**src/rtl/uart_pkg.sv**
```systemverilog
// uart_pkg: shared FSM state encoding and bit-period helper for uart_echo_fifo.
// The PARITY state exists only when UART_ECHO_PARITY_EN is defined.
package uart_pkg;

  typedef enum logic [2:0] {
    IDLE,
    START,
    DATA,
`ifdef UART_ECHO_PARITY_EN
    PARITY,
`endif
    STOP
  } uart_state_e;

  function automatic int calc_div(input longint clk_hz, input longint baud);
    return int'(clk_hz / baud);
  endfunction

endpackage

```
**src/rtl/uart_sync_fifo.sv**
```systemverilog
// uart_sync_fifo: single-clock FIFO with first-word-fall-through read data.
// A push while full is ignored; fullness is taken from occupancy before any same-cycle pop.
module uart_sync_fifo #(
  parameter int WIDTH = 8,
  parameter int DEPTH = 16
) (
  input  logic                     clk,
  input  logic                     rst_n,
  input  logic                     push,
  input  logic [WIDTH-1:0]         din,
  input  logic                     pop,
  output logic [WIDTH-1:0]         dout,
  output logic                     full,
  output logic                     empty,
  output logic [$clog2(DEPTH):0]   count
);
  localparam int AW = $clog2(DEPTH);
  localparam logic [AW:0] FULL_COUNT = DEPTH[AW:0];

  logic [WIDTH-1:0] mem [DEPTH];
  logic [AW-1:0]    wr_ptr;
  logic [AW-1:0]    rd_ptr;
  logic             do_push;
  logic             do_pop;

  assign full    = (count == FULL_COUNT);
  assign empty   = (count == '0);
  assign do_push = push && !full;
  assign do_pop  = pop && !empty;
  assign dout    = mem[rd_ptr];

  // Pointers wrap naturally at DEPTH; the extra count bit separates full from empty.
  always_ff @(posedge clk) begin
    if (!rst_n) begin
      wr_ptr <= '0;
      rd_ptr <= '0;
      count  <= '0;
    end else begin
      if (do_push) wr_ptr <= wr_ptr + 1'b1;
      if (do_pop)  rd_ptr <= rd_ptr + 1'b1;
      case ({do_push, do_pop})
        2'b10:   count <= count + 1'b1;
        2'b01:   count <= count - 1'b1;
        default: count <= count;
      endcase
    end
  end

  always_ff @(posedge clk) begin
    if (do_push) mem[wr_ptr] <= din;
  end

endmodule

```
**src/rtl/uart_echo_fifo.sv**
```systemverilog
// uart_echo_fifo: UART receiver -> FIFO -> UART transmitter loopback with sticky error flags.
// Define UART_ECHO_PARITY_EN to add a parity bit on both RX and TX and enable rx_parity_err.
module uart_echo_fifo
  import uart_pkg::*;
#(
  parameter int CLOCK_FREQUENCY = 100_000_000,
  parameter int BAUD_RATE       = 115200,
  parameter int DATA_BITS       = 8,
  parameter int STOP_BITS       = 1,
  parameter int FIFO_DEPTH      = 16,
  parameter int PARITY_ODD      = 0
) (
  input  logic                          CLK,
  input  logic                          RST_N,
  input  logic                          rxd,
  output logic                          txd,
  input  logic                          tx_hold,
  input  logic                          err_clr,
  output logic                          rx_overrun,
  output logic                          rx_frame_err,
  output logic                          rx_parity_err,
  output logic [$clog2(FIFO_DEPTH):0]   fifo_count
);
  localparam int DIV  = calc_div(CLOCK_FREQUENCY, BAUD_RATE);
  localparam int CW   = $clog2(STOP_BITS * DIV + 1);
  localparam int BW   = $clog2(DATA_BITS);
  localparam logic [CW-1:0] DIV_LAST  = CW'(DIV - 1);
  localparam logic [CW-1:0] HALF_LAST = CW'(DIV / 2 - 1);
  localparam logic [CW-1:0] STOP_LAST = CW'(STOP_BITS * DIV - 1);
  localparam logic [BW-1:0] BIT_LAST  = BW'(DATA_BITS - 1);
`ifdef UART_ECHO_PARITY_EN
  localparam uart_state_e AFTER_DATA = PARITY;
`else
  localparam uart_state_e AFTER_DATA = STOP;
`endif

  logic                 rxd_meta, rxd_sync, rxd_prev, armed;
  logic [CW-1:0]        arm_cnt;
  uart_state_e          rx_state, rx_state_n, tx_state, tx_state_n;
  logic [CW-1:0]        rx_cnt, tx_cnt;
  logic [BW-1:0]        rx_bit, tx_bit;
  logic [DATA_BITS-1:0] rx_shift, tx_shift, fifo_dout;
  logic                 rx_tick, stop_tick, rx_push, frame_evt, parity_bad;
  logic                 tx_tick, tx_pop, txd_n, fifo_full, fifo_empty;
`ifdef UART_ECHO_PARITY_EN
  logic                 rx_par, tx_par, parity_evt;
`endif

  // Synchronizer; RX only arms after one full bit period of idle-high line.
  always_ff @(posedge CLK) begin
    if (!RST_N) begin
      rxd_meta <= 1'b1;
      rxd_sync <= 1'b1;
      rxd_prev <= 1'b1;
      armed    <= 1'b0;
      arm_cnt  <= '0;
    end else begin
      rxd_meta <= rxd;
      rxd_sync <= rxd_meta;
      rxd_prev <= rxd_sync;
      if (!rxd_sync) arm_cnt <= '0;
      else if (!armed) begin
        if (arm_cnt == DIV_LAST) armed <= 1'b1;
        arm_cnt <= arm_cnt + 1'b1;
      end
    end
  end

  always_comb begin
    rx_state_n = rx_state;
    rx_tick    = 1'b0;
    case (rx_state)
      IDLE:  if (armed && rxd_prev && !rxd_sync) rx_state_n = START;
      START: if (rx_cnt == HALF_LAST) begin
               rx_tick    = 1'b1;
               rx_state_n = rxd_sync ? IDLE : DATA;
             end
      DATA:  if (rx_cnt == DIV_LAST) begin
               rx_tick = 1'b1;
               if (rx_bit == BIT_LAST) rx_state_n = AFTER_DATA;
             end
`ifdef UART_ECHO_PARITY_EN
      PARITY: if (rx_cnt == DIV_LAST) begin
                rx_tick    = 1'b1;
                rx_state_n = STOP;
              end
`endif
      STOP:  if (rx_cnt == DIV_LAST) begin
               rx_tick    = 1'b1;
               rx_state_n = IDLE;
             end
      default: rx_state_n = IDLE;
    endcase
  end

  assign stop_tick = rx_tick && (rx_state == STOP);
`ifdef UART_ECHO_PARITY_EN
  assign parity_bad = ((^rx_shift) ^ rx_par) != 1'(PARITY_ODD);
`else
  assign parity_bad = 1'b0;
`endif

  // Stop-sample outcome is registered, so the push lands one cycle after the sample.
  always_ff @(posedge CLK) begin
    if (!RST_N) begin
      rx_state  <= IDLE;
      rx_cnt    <= '0;
      rx_bit    <= '0;
      rx_push   <= 1'b0;
      frame_evt <= 1'b0;
    end else begin
      rx_state  <= rx_state_n;
      rx_cnt    <= (rx_tick || rx_state == IDLE) ? '0 : rx_cnt + 1'b1;
      if (rx_state == START) rx_bit <= '0;
      else if (rx_state == DATA && rx_tick) rx_bit <= rx_bit + 1'b1;
      rx_push   <= stop_tick && rxd_sync && !parity_bad;
      frame_evt <= stop_tick && !rxd_sync;
    end
  end

  always_ff @(posedge CLK) begin
    if (rx_state == DATA && rx_tick) rx_shift <= {rxd_sync, rx_shift[DATA_BITS-1:1]};
`ifdef UART_ECHO_PARITY_EN
    if (rx_state == PARITY && rx_tick) rx_par <= rxd_sync;
`endif
  end

  uart_sync_fifo #(
    .WIDTH (DATA_BITS),
    .DEPTH (FIFO_DEPTH)
  ) u_fifo (
    .clk   (CLK),
    .rst_n (RST_N),
    .push  (rx_push),
    .din   (rx_shift),
    .pop   (tx_pop),
    .dout  (fifo_dout),
    .full  (fifo_full),
    .empty (fifo_empty),
    .count (fifo_count)
  );

  // A new error in the err_clr cycle wins over the clear.
  always_ff @(posedge CLK) begin
    if (!RST_N) begin
      rx_overrun   <= 1'b0;
      rx_frame_err <= 1'b0;
    end else begin
      rx_overrun   <= (rx_overrun && !err_clr) || (rx_push && fifo_full);
      rx_frame_err <= (rx_frame_err && !err_clr) || frame_evt;
    end
  end

`ifdef UART_ECHO_PARITY_EN
  always_ff @(posedge CLK) begin
    if (!RST_N) begin
      parity_evt    <= 1'b0;
      rx_parity_err <= 1'b0;
    end else begin
      parity_evt    <= stop_tick && rxd_sync && parity_bad;
      rx_parity_err <= (rx_parity_err && !err_clr) || parity_evt;
    end
  end
`else
  assign rx_parity_err = 1'b0;
`endif

  // txd_n is the line level for the next cycle; tx_shift[1] is the next bit because the shift happens on the same tick.
  always_comb begin
    tx_state_n = tx_state;
    tx_tick    = 1'b0;
    tx_pop     = 1'b0;
    txd_n      = txd;
    case (tx_state)
      IDLE:  if (!fifo_empty && !tx_hold) begin
               tx_pop     = 1'b1;
               tx_state_n = START;
               txd_n      = 1'b0;
             end
      START: if (tx_cnt == DIV_LAST) begin
               tx_tick    = 1'b1;
               tx_state_n = DATA;
               txd_n      = tx_shift[0];
             end
      DATA:  if (tx_cnt == DIV_LAST) begin
               tx_tick = 1'b1;
               if (tx_bit == BIT_LAST) begin
                 tx_state_n = AFTER_DATA;
`ifdef UART_ECHO_PARITY_EN
                 txd_n      = tx_par;
`else
                 txd_n      = 1'b1;
`endif
               end else begin
                 txd_n = tx_shift[1];
               end
             end
`ifdef UART_ECHO_PARITY_EN
      PARITY: if (tx_cnt == DIV_LAST) begin
                tx_tick    = 1'b1;
                tx_state_n = STOP;
                txd_n      = 1'b1;
              end
`endif
      STOP:  if (tx_cnt == STOP_LAST) begin
               tx_tick    = 1'b1;
               tx_state_n = IDLE;
               txd_n      = 1'b1;
             end
      default: begin
        tx_state_n = IDLE;
        txd_n      = 1'b1;
      end
    endcase
  end

  always_ff @(posedge CLK) begin
    if (!RST_N) begin
      tx_state <= IDLE;
      tx_cnt   <= '0;
      tx_bit   <= '0;
      txd      <= 1'b1;
    end else begin
      tx_state <= tx_state_n;
      txd      <= txd_n;
      tx_cnt   <= (tx_tick || tx_state == IDLE) ? '0 : tx_cnt + 1'b1;
      if (tx_state == START) tx_bit <= '0;
      else if (tx_state == DATA && tx_tick) tx_bit <= tx_bit + 1'b1;
    end
  end

  always_ff @(posedge CLK) begin
    if (tx_pop) tx_shift <= fifo_dout;
    else if (tx_state == DATA && tx_tick) tx_shift <= tx_shift >> 1;
`ifdef UART_ECHO_PARITY_EN
    if (tx_pop) tx_par <= (^fifo_dout) ^ 1'(PARITY_ODD);
`endif
  end

endmodule

```
**config.mk**
```make
export PLATFORM = sky130hd
export DESIGN_NAME = uart_echo_fifo
export DESIGN_NICKNAME = d
export VERILOG_FILES = /design/src/rtl/uart_pkg.sv /design/src/rtl/uart_sync_fifo.sv /design/src/rtl/uart_echo_fifo.sv
export SDC_FILE = /design/constraint.sdc
export NUM_CORES = 1
export LEC_CHECK = 0
export BUFFER_PORTS_ARGS = -buffer_cell sky130_fd_sc_hd__buf_2
export CORE_MARGIN = 5
export CORE_UTILIZATION = 55
export DETAILED_ROUTE_END_ITERATION = 8
export GPL_TIMING_DRIVEN = 0
export PLACE_DENSITY = 0.79
export SKIP_LAST_GASP = 1
export SYNTH_ARGS = -nofsm -noshare
export SYNTH_HDL_FRONTEND = slang
export SYNTH_SLANG_ARGS = --single-unit
```
**constraint.sdc**
```tcl
create_clock -name CLK -period 3.6 [get_ports CLK]
set_clock_uncertainty 0.2 [all_clocks]
set_input_delay 0.18 -clock CLK [delete_from_list [all_inputs] [get_ports CLK]]
set_output_delay 0.18 -clock CLK [all_outputs]
set_load 0.005 [all_outputs]
```
### After elaboration in Yosys (flattened, before gate mapping)

Memories as Yosys holds them, arrays and structs flattened. A register that Yosys moved wholly into a read port is not among the register bits.
Cells that the tools add are included.
W data, S select, Z words.

| word-level totals | value |
|---|---|
| memories kept | 1 |
| memory bits (writable) | 128 |
| input bits | 5 |
| output and inout port bits | 9 |
| register bits after elaboration | 80 |

| cells by class | value |
|---|---|
| bitwise logic cells | 1 |
| add/sub/neg operators | 9 |
| muxes and demuxes | 35 |
| equal/unequal tests | 25 |
| reductions and logical operators | 37 |

Memory list:

| memory | words | bits a word | read ports | clocked after memory_dff | wr ports | line | RTL |
|---|---|---|---|---|---|---|---|
| u_fifo.mem | 16 | 8 | 1 | 1 | 1 | uart_sync_fifo.sv:20 | `logic [WIDTH-1:0] mem [DEPTH];` |

Operators with widths:

| cell | count |
|---|---|
| $add A10 B1 Y10 const B | 3 |
| $eq A10 B10 Y1 const B | 3 |
| $mux W3 | 10 |
| $pmux W3 S4 | 2 |
| $ne A2 B2 Y1 const B | 10 |
| $mux W8 | 2 |
| $mux W1 | 15 |
| $logic_and A1 B1 Y1 | 13 |
| $eq A3 B2 Y1 const B | 4 |
| $eq A10 B9 Y1 const B | 1 |
| $pmux W5 S2 | 1 |
| $reduce_and A5 Y1 | 2 |
| $reduce_or A2 Y1 | 5 |
| $add A4 B1 Y4 const B | 2 |
| $mux W4 | 2 |
| $add A3 B1 Y3 const B | 2 |
| $eq A3 B1 Y1 const B | 2 |
| $eq A3 B3 Y1 const B | 2 |
| $logic_not A3 Y1 | 2 |
| $add A5 B1 Y5 const B | 1 |
| $eq A5 B5 Y1 const B | 1 |
| $logic_not A1 Y1 | 5 |
| $logic_not A5 Y1 | 1 |
| $sub A5 B1 Y5 const B | 1 |
| other kinds (11) | 15 |

### Logic depth before layout (Yosys ltp)

| logic depth | value |
|---|---|
| word-level depth | 8 |
| gate-level depth with buffers | 14 |
| gate-level depth less buffers | 12 |

### Hierarchy

Synthesis repeated with hierarchy kept, for this count alone.

| second synthesis, totals | value |
|---|---|
| cell total of the unflattened synthesis | 594 |
| area, all modules | 8866.0 sq um |

By module, submodules not included:

| module | instances | area each (sq um) | cells each | seq. area each (sq um) |
|---|---|---|---|---|
| uart_sync_fifo | 1 | 5967.0 | 307 | 4184.0 |
| uart_echo_fifo | 1 | 2899.0 | 287 | 1461.4 |

### Worst setup path after synthesis

Ideal clock, no wire load.

| timing path | value |
|---|---|
| kind | reg2reg |
| from | reg u_fifo.count[1] |
| to | reg u_fifo.count[2] |
| cell stages (with the launch flop) | 14 |
| data arrival time | 2.694 ns |
| path slack | 0.635 ns |
| path buffers | 3 |
| library setup time | 0.071 ns |
| required time | 3.329 ns |
| path through | dfxtp_1 buf_6 or4_4 o21ai_2 buf_4 inv_2 ha_1 clkbuf_1 xor2_1 ha_1 a21oi_1 xnor2_1 or3_1 a21oi_1 |

| between the ends | value |
|---|---|
| cells in the longest elaborated chain, start to end | 8 |

RTL lines:

| item | line | RTL |
|---|---|---|
| from (decl) | uart_sync_fifo.sv:15 | `output logic [$clog2(DEPTH):0] count` |
| from (signal assigned) | uart_sync_fifo.sv:42 | `2'b10: count <= count + 1'b1;` |
| from (signal assigned) | uart_sync_fifo.sv:43 | `2'b01: count <= count - 1'b1;` |
| from (signal assigned) | uart_sync_fifo.sv:44 | `default: count <= count;` |
| $logic_not A5 Y1 | uart_sync_fifo.sv:27 | `assign empty = (count == '0);` |
| $logic_not A1 Y1 | uart_sync_fifo.sv:29, uart_echo_fifo.sv:175 |  |
| $logic_and A1 B1 Y1 | uart_echo_fifo.sv:175 | `IDLE: if (!fifo_empty && !tx_hold) begin` |
| $mux W1 | uart_echo_fifo.sv:175 |  |
| $mux W1 | uart_echo_fifo.sv:174 | `case (tx_state)` |
| $logic_and A1 B1 Y1 | uart_sync_fifo.sv:29 | `assign do_pop = pop && !empty;` |
| $eq A2 B1 Y1 / $eq A2 B2 Y1 (equally long branches) | uart_sync_fifo.sv:41 | `case ({do_push, do_pop})` |
| $pmux W5 S2 / $reduce_bool A2 Y1 (equally long branches) | - |  |

Parallel ways exist; a longest one is shown, timed or not.
A chain may end at the register's enable or synchronous reset.

### Final worst setup path

| timing path | value |
|---|---|
| from | reg u_fifo.count[1] |
| to | reg u_fifo.count[4] |

Same word-level chain as after synthesis.

==> flow_summary.toml <==
[status]
status = "completed"

[timing]
period_minus_slack_ns = 3.268
timing.final.ws_setup_ns = 0.3324
tns_ns = 0
slew_violations = 0
period_share_pct = 90.77
worst_pin_slew_ns = 0.9526
fmax_ghz = 0.3060
rsz0062_at_grt = "no"
finalSetupViolCount = 0
finalHoldViolCount = 0
holdWs_ns = 0.2081
maxSlewHeadroom_pct = 36.26

[worst_setup_path]
startpoint_type = "flip-flop"
path_common_cell = "ha_1"
cp-end-kind = "flip-flop"
cp_max_fo = 10
crit_path_top_delay_cell = "or4_4"
critical_path_class = "reg2reg"
cp_cell_sequence = "buf_6 -> or4_4 -> o21ai_2 -> buf_4 -> inv_2 -> ha_1 -> clkbuf_1 -> xor2_1 -> ha_1 -> a21oi_1 -> a32oi_1 -> a31oi_1 -> mux2i_1"
max_stage_delay_ns = 0.56
worstPathRequired_ns = 3.82
worstPathArrival_ns = 3.49
r2r_cells = 13

[clock_tree]
clock_latency_ns = 0.49
cts.sinks = 210
ctsRootBufferMaster = "clkbuf_16"
post-cts-setup-buffer-count = 0
cts_inserted_buffers = 21
cts-htree-levels = 1
clk_pin_slew_worst_paths_ns = 0.06
clockBufferDepth = 3
cts_tree = "yes"

[global_route]
grt_first_pass_wirelength_um = 26850
grt_pass1_vias = 4991
antenna_found_initial = 1
grt_max_degree = 18
track_usage_pct = 18.91
grt_overflow_total = 0

[yosys]
syn_area_um2 = 8652
synth-seq-area-share_pct = 65.25
syn_inst = 591
async_flop_share_pct = 0
syn_avg_cell_area_um2 = 14.64
synth_edf_count = 144
syn_nets = 616
ys.flop_type = "edfxtp_1"
yosysWarnings = 0
ys_ff_latch = 210
synthDistinctLibCells = 60

[floorplan]
start_util_pct = 56.50
die_w_um = 135.4
core_area_um2 = 15310
die_y_um = 135.4
row_count = 45
ioPinCount = 14
dieArea_um2 = 18340

[pwr]
fin_total_pwr_mw = 4.794
power.density_nw_per_um2 = 492.6
ir_drop_mv = 0.3782
leakagePower_nw = 3.185

[drt]
drc = 0
ant_nets = 0
wl_per_cell_um = 19.58
vias_per_cell = 5.720
via_count = 4891
wl_um = 16740
drtIter0Drc = 507
firstDrtPassIters = 4

[worst_hold_path]
hold_path_class = "reg2reg"
min_path_cells = 1

[placed_design]
dp_slack_ns = 0.3998
place_area_um2 = 8996
dp_hpwl_um = 10880
place_congestion = 0.8586
io_buffers = 12

[run]
drv_cap = 0

[layout]
drive_above_1_share_pct = 16.93
diodes = 0
nets = 655
area_delta_synth_final_pct = 12.48
final_area_um2 = 9732
## flip-flops by register name, indices dropped and copies added (netlist names), 2 cells and up, named ones only
name	count
u_fifo.mem	128
arm_cnt	10
rx_cnt	10
tx_cnt	10
rx_shift	8
tx_shift	8
u_fifo.count	5
u_fifo.rd_ptr	4
u_fifo.wr_ptr	4
rx_bit	3
tx_bit	3
rx_state	2
tx_state	2
## path summary, 6_finish.rpt
path	start	endpoint	slack (ns)
setup / recovery	u_fifo.count[1]	u_fifo.count[4]	0.33
hold / removal	rxd_meta	rxd_sync	0.21
setup reg to reg	u_fifo.count[1]	u_fifo.count[4]	0.33
hold reg to reg	rxd_meta	rxd_sync	0.21
## cells in the mapped netlist (4+ instances only)
| library cell | number | area (um^2) |
|---|---|---|
| buf_4 | 8 | 60.06 |
| inv_1 | 17 | 63.81 |
| a31oi_1 | 4 | 25.02 |
| clkbuf_1 | 11 | 41.29 |
| edfxtp_1 | 144 | 4324 |
| nor3_1 | 23 | 115.1 |
| nor4_1 | 4 | 25.02 |
| nor2_1 | 52 | 195.2 |
| nand4b_1 | 4 | 35.03 |
| dfxtp_1 | 66 | 1321 |
| mux2_2 | 8 | 90.09 |
| nand2_1 | 32 | 120.1 |
| a21oi_1 | 11 | 55.05 |
| mux4_2 | 32 | 720.7 |
| o21ai_0 | 15 | 75.07 |
| or3_1 | 7 | 43.79 |
| mux2i_1 | 24 | 240.2 |
| xor2_1 | 19 | 166.4 |
| xnor2_1 | 12 | 105.1 |
| nand2b_1 | 9 | 56.30 |
| nand3_1 | 10 | 50.05 |
| nor2b_1 | 4 | 25.02 |
| ha_1 | 20 | 250.2 |
## what timing repair did
action	in CTS	in global routing
hold buffers	4	0
gates resized for setup	0	0
endpoints found under the hold margin	16	0
endpoints found under the setup margin	0	0
## per-stage QoR
step	std cells	utilization (%)
after detailed placement	814	58.74
after global placement	814	58.61
after CTS	855	63.55
after floorplan	591	-
final	855	63.55
after global routing	855	63.55
## cell usage in the layout, fill, tap and decap left out, types with 9 or more instances in the layout
cell type | netlist | routed
ha_1 | 20 | 20
inv_1 | 17 | 17
mux2i_1 | 24 | 24
a21oi_1 | 11 | 11
buf_2 | 3 | 15
edfxtp_1 | 144 | 144
clkbuf_16 | 0 | 21
nand3_1 | 10 | 10
nand2b_1 | 9 | 9
o21ai_0 | 15 | 15
nor2_1 | 52 | 52
xor2_1 | 19 | 19
nand2_1 | 32 | 32
nor3_1 | 23 | 19
xnor2_1 | 12 | 12
dfxtp_1 | 66 | 66
clkbuf_1 | 11 | 13
mux4_2 | 32 | 32
## report_power, final
group          leakage [nW]  total, mW  internal (mW)  switching [mW]
clock                 0.334       2.21           1.35           0.862
combinational          1.02     0.0301         0.0117          0.0184
sequential             1.83       2.55           2.55         0.00401
total                  3.19       4.79           3.91           0.884
## final cells by class
class                      count  area [um^2]
multi-input combinational    337         2805
clock buffer                  23        533.0
tap                          211        264.0
timing repair buffer          16        100.1
inverter                      18        67.56
clock inverter                14        162.7
sequential                   210         5645
fill                        1093         5583
buffer                        26        153.9
## critical path, delay by kind of cell (launching register included)
kind | cells | cell delay [ns]
compound gates | 4 | 0.76
xor+xnor | 1 | 0.19
fa+ha+maj | 2 | 0.40
buf+inv | 4 | 0.60
flops | 1 | 0.31
mux | 1 | 0.19
simple gates | 1 | 0.56
## per-layer routing
metal	vias to the layer above	share of wire [%]	GRT usage [%]
li1	2288	-	-
met4	2	2.1	5.207
met5	-	0.078	0
met2	103	51	32.63
met3	27	4.8	3.120
met1	2471	42	24.99
## cell families (layout without fill, tap and decap cells)
kind of cell,after synthesis,after routing,share of synthesized area (%)
flops,210,210,65.25
simple gates,170,170,10.18
mux,64,64,12.15
compound gates,51,51,3.789
buf+inv,44,97,2.560
xor+xnor,31,31,3.138
fa+ha+maj,20,20,2.892
other cells,1,1,0.04334
No activity file was read; power rests on OpenSTA's default activity.
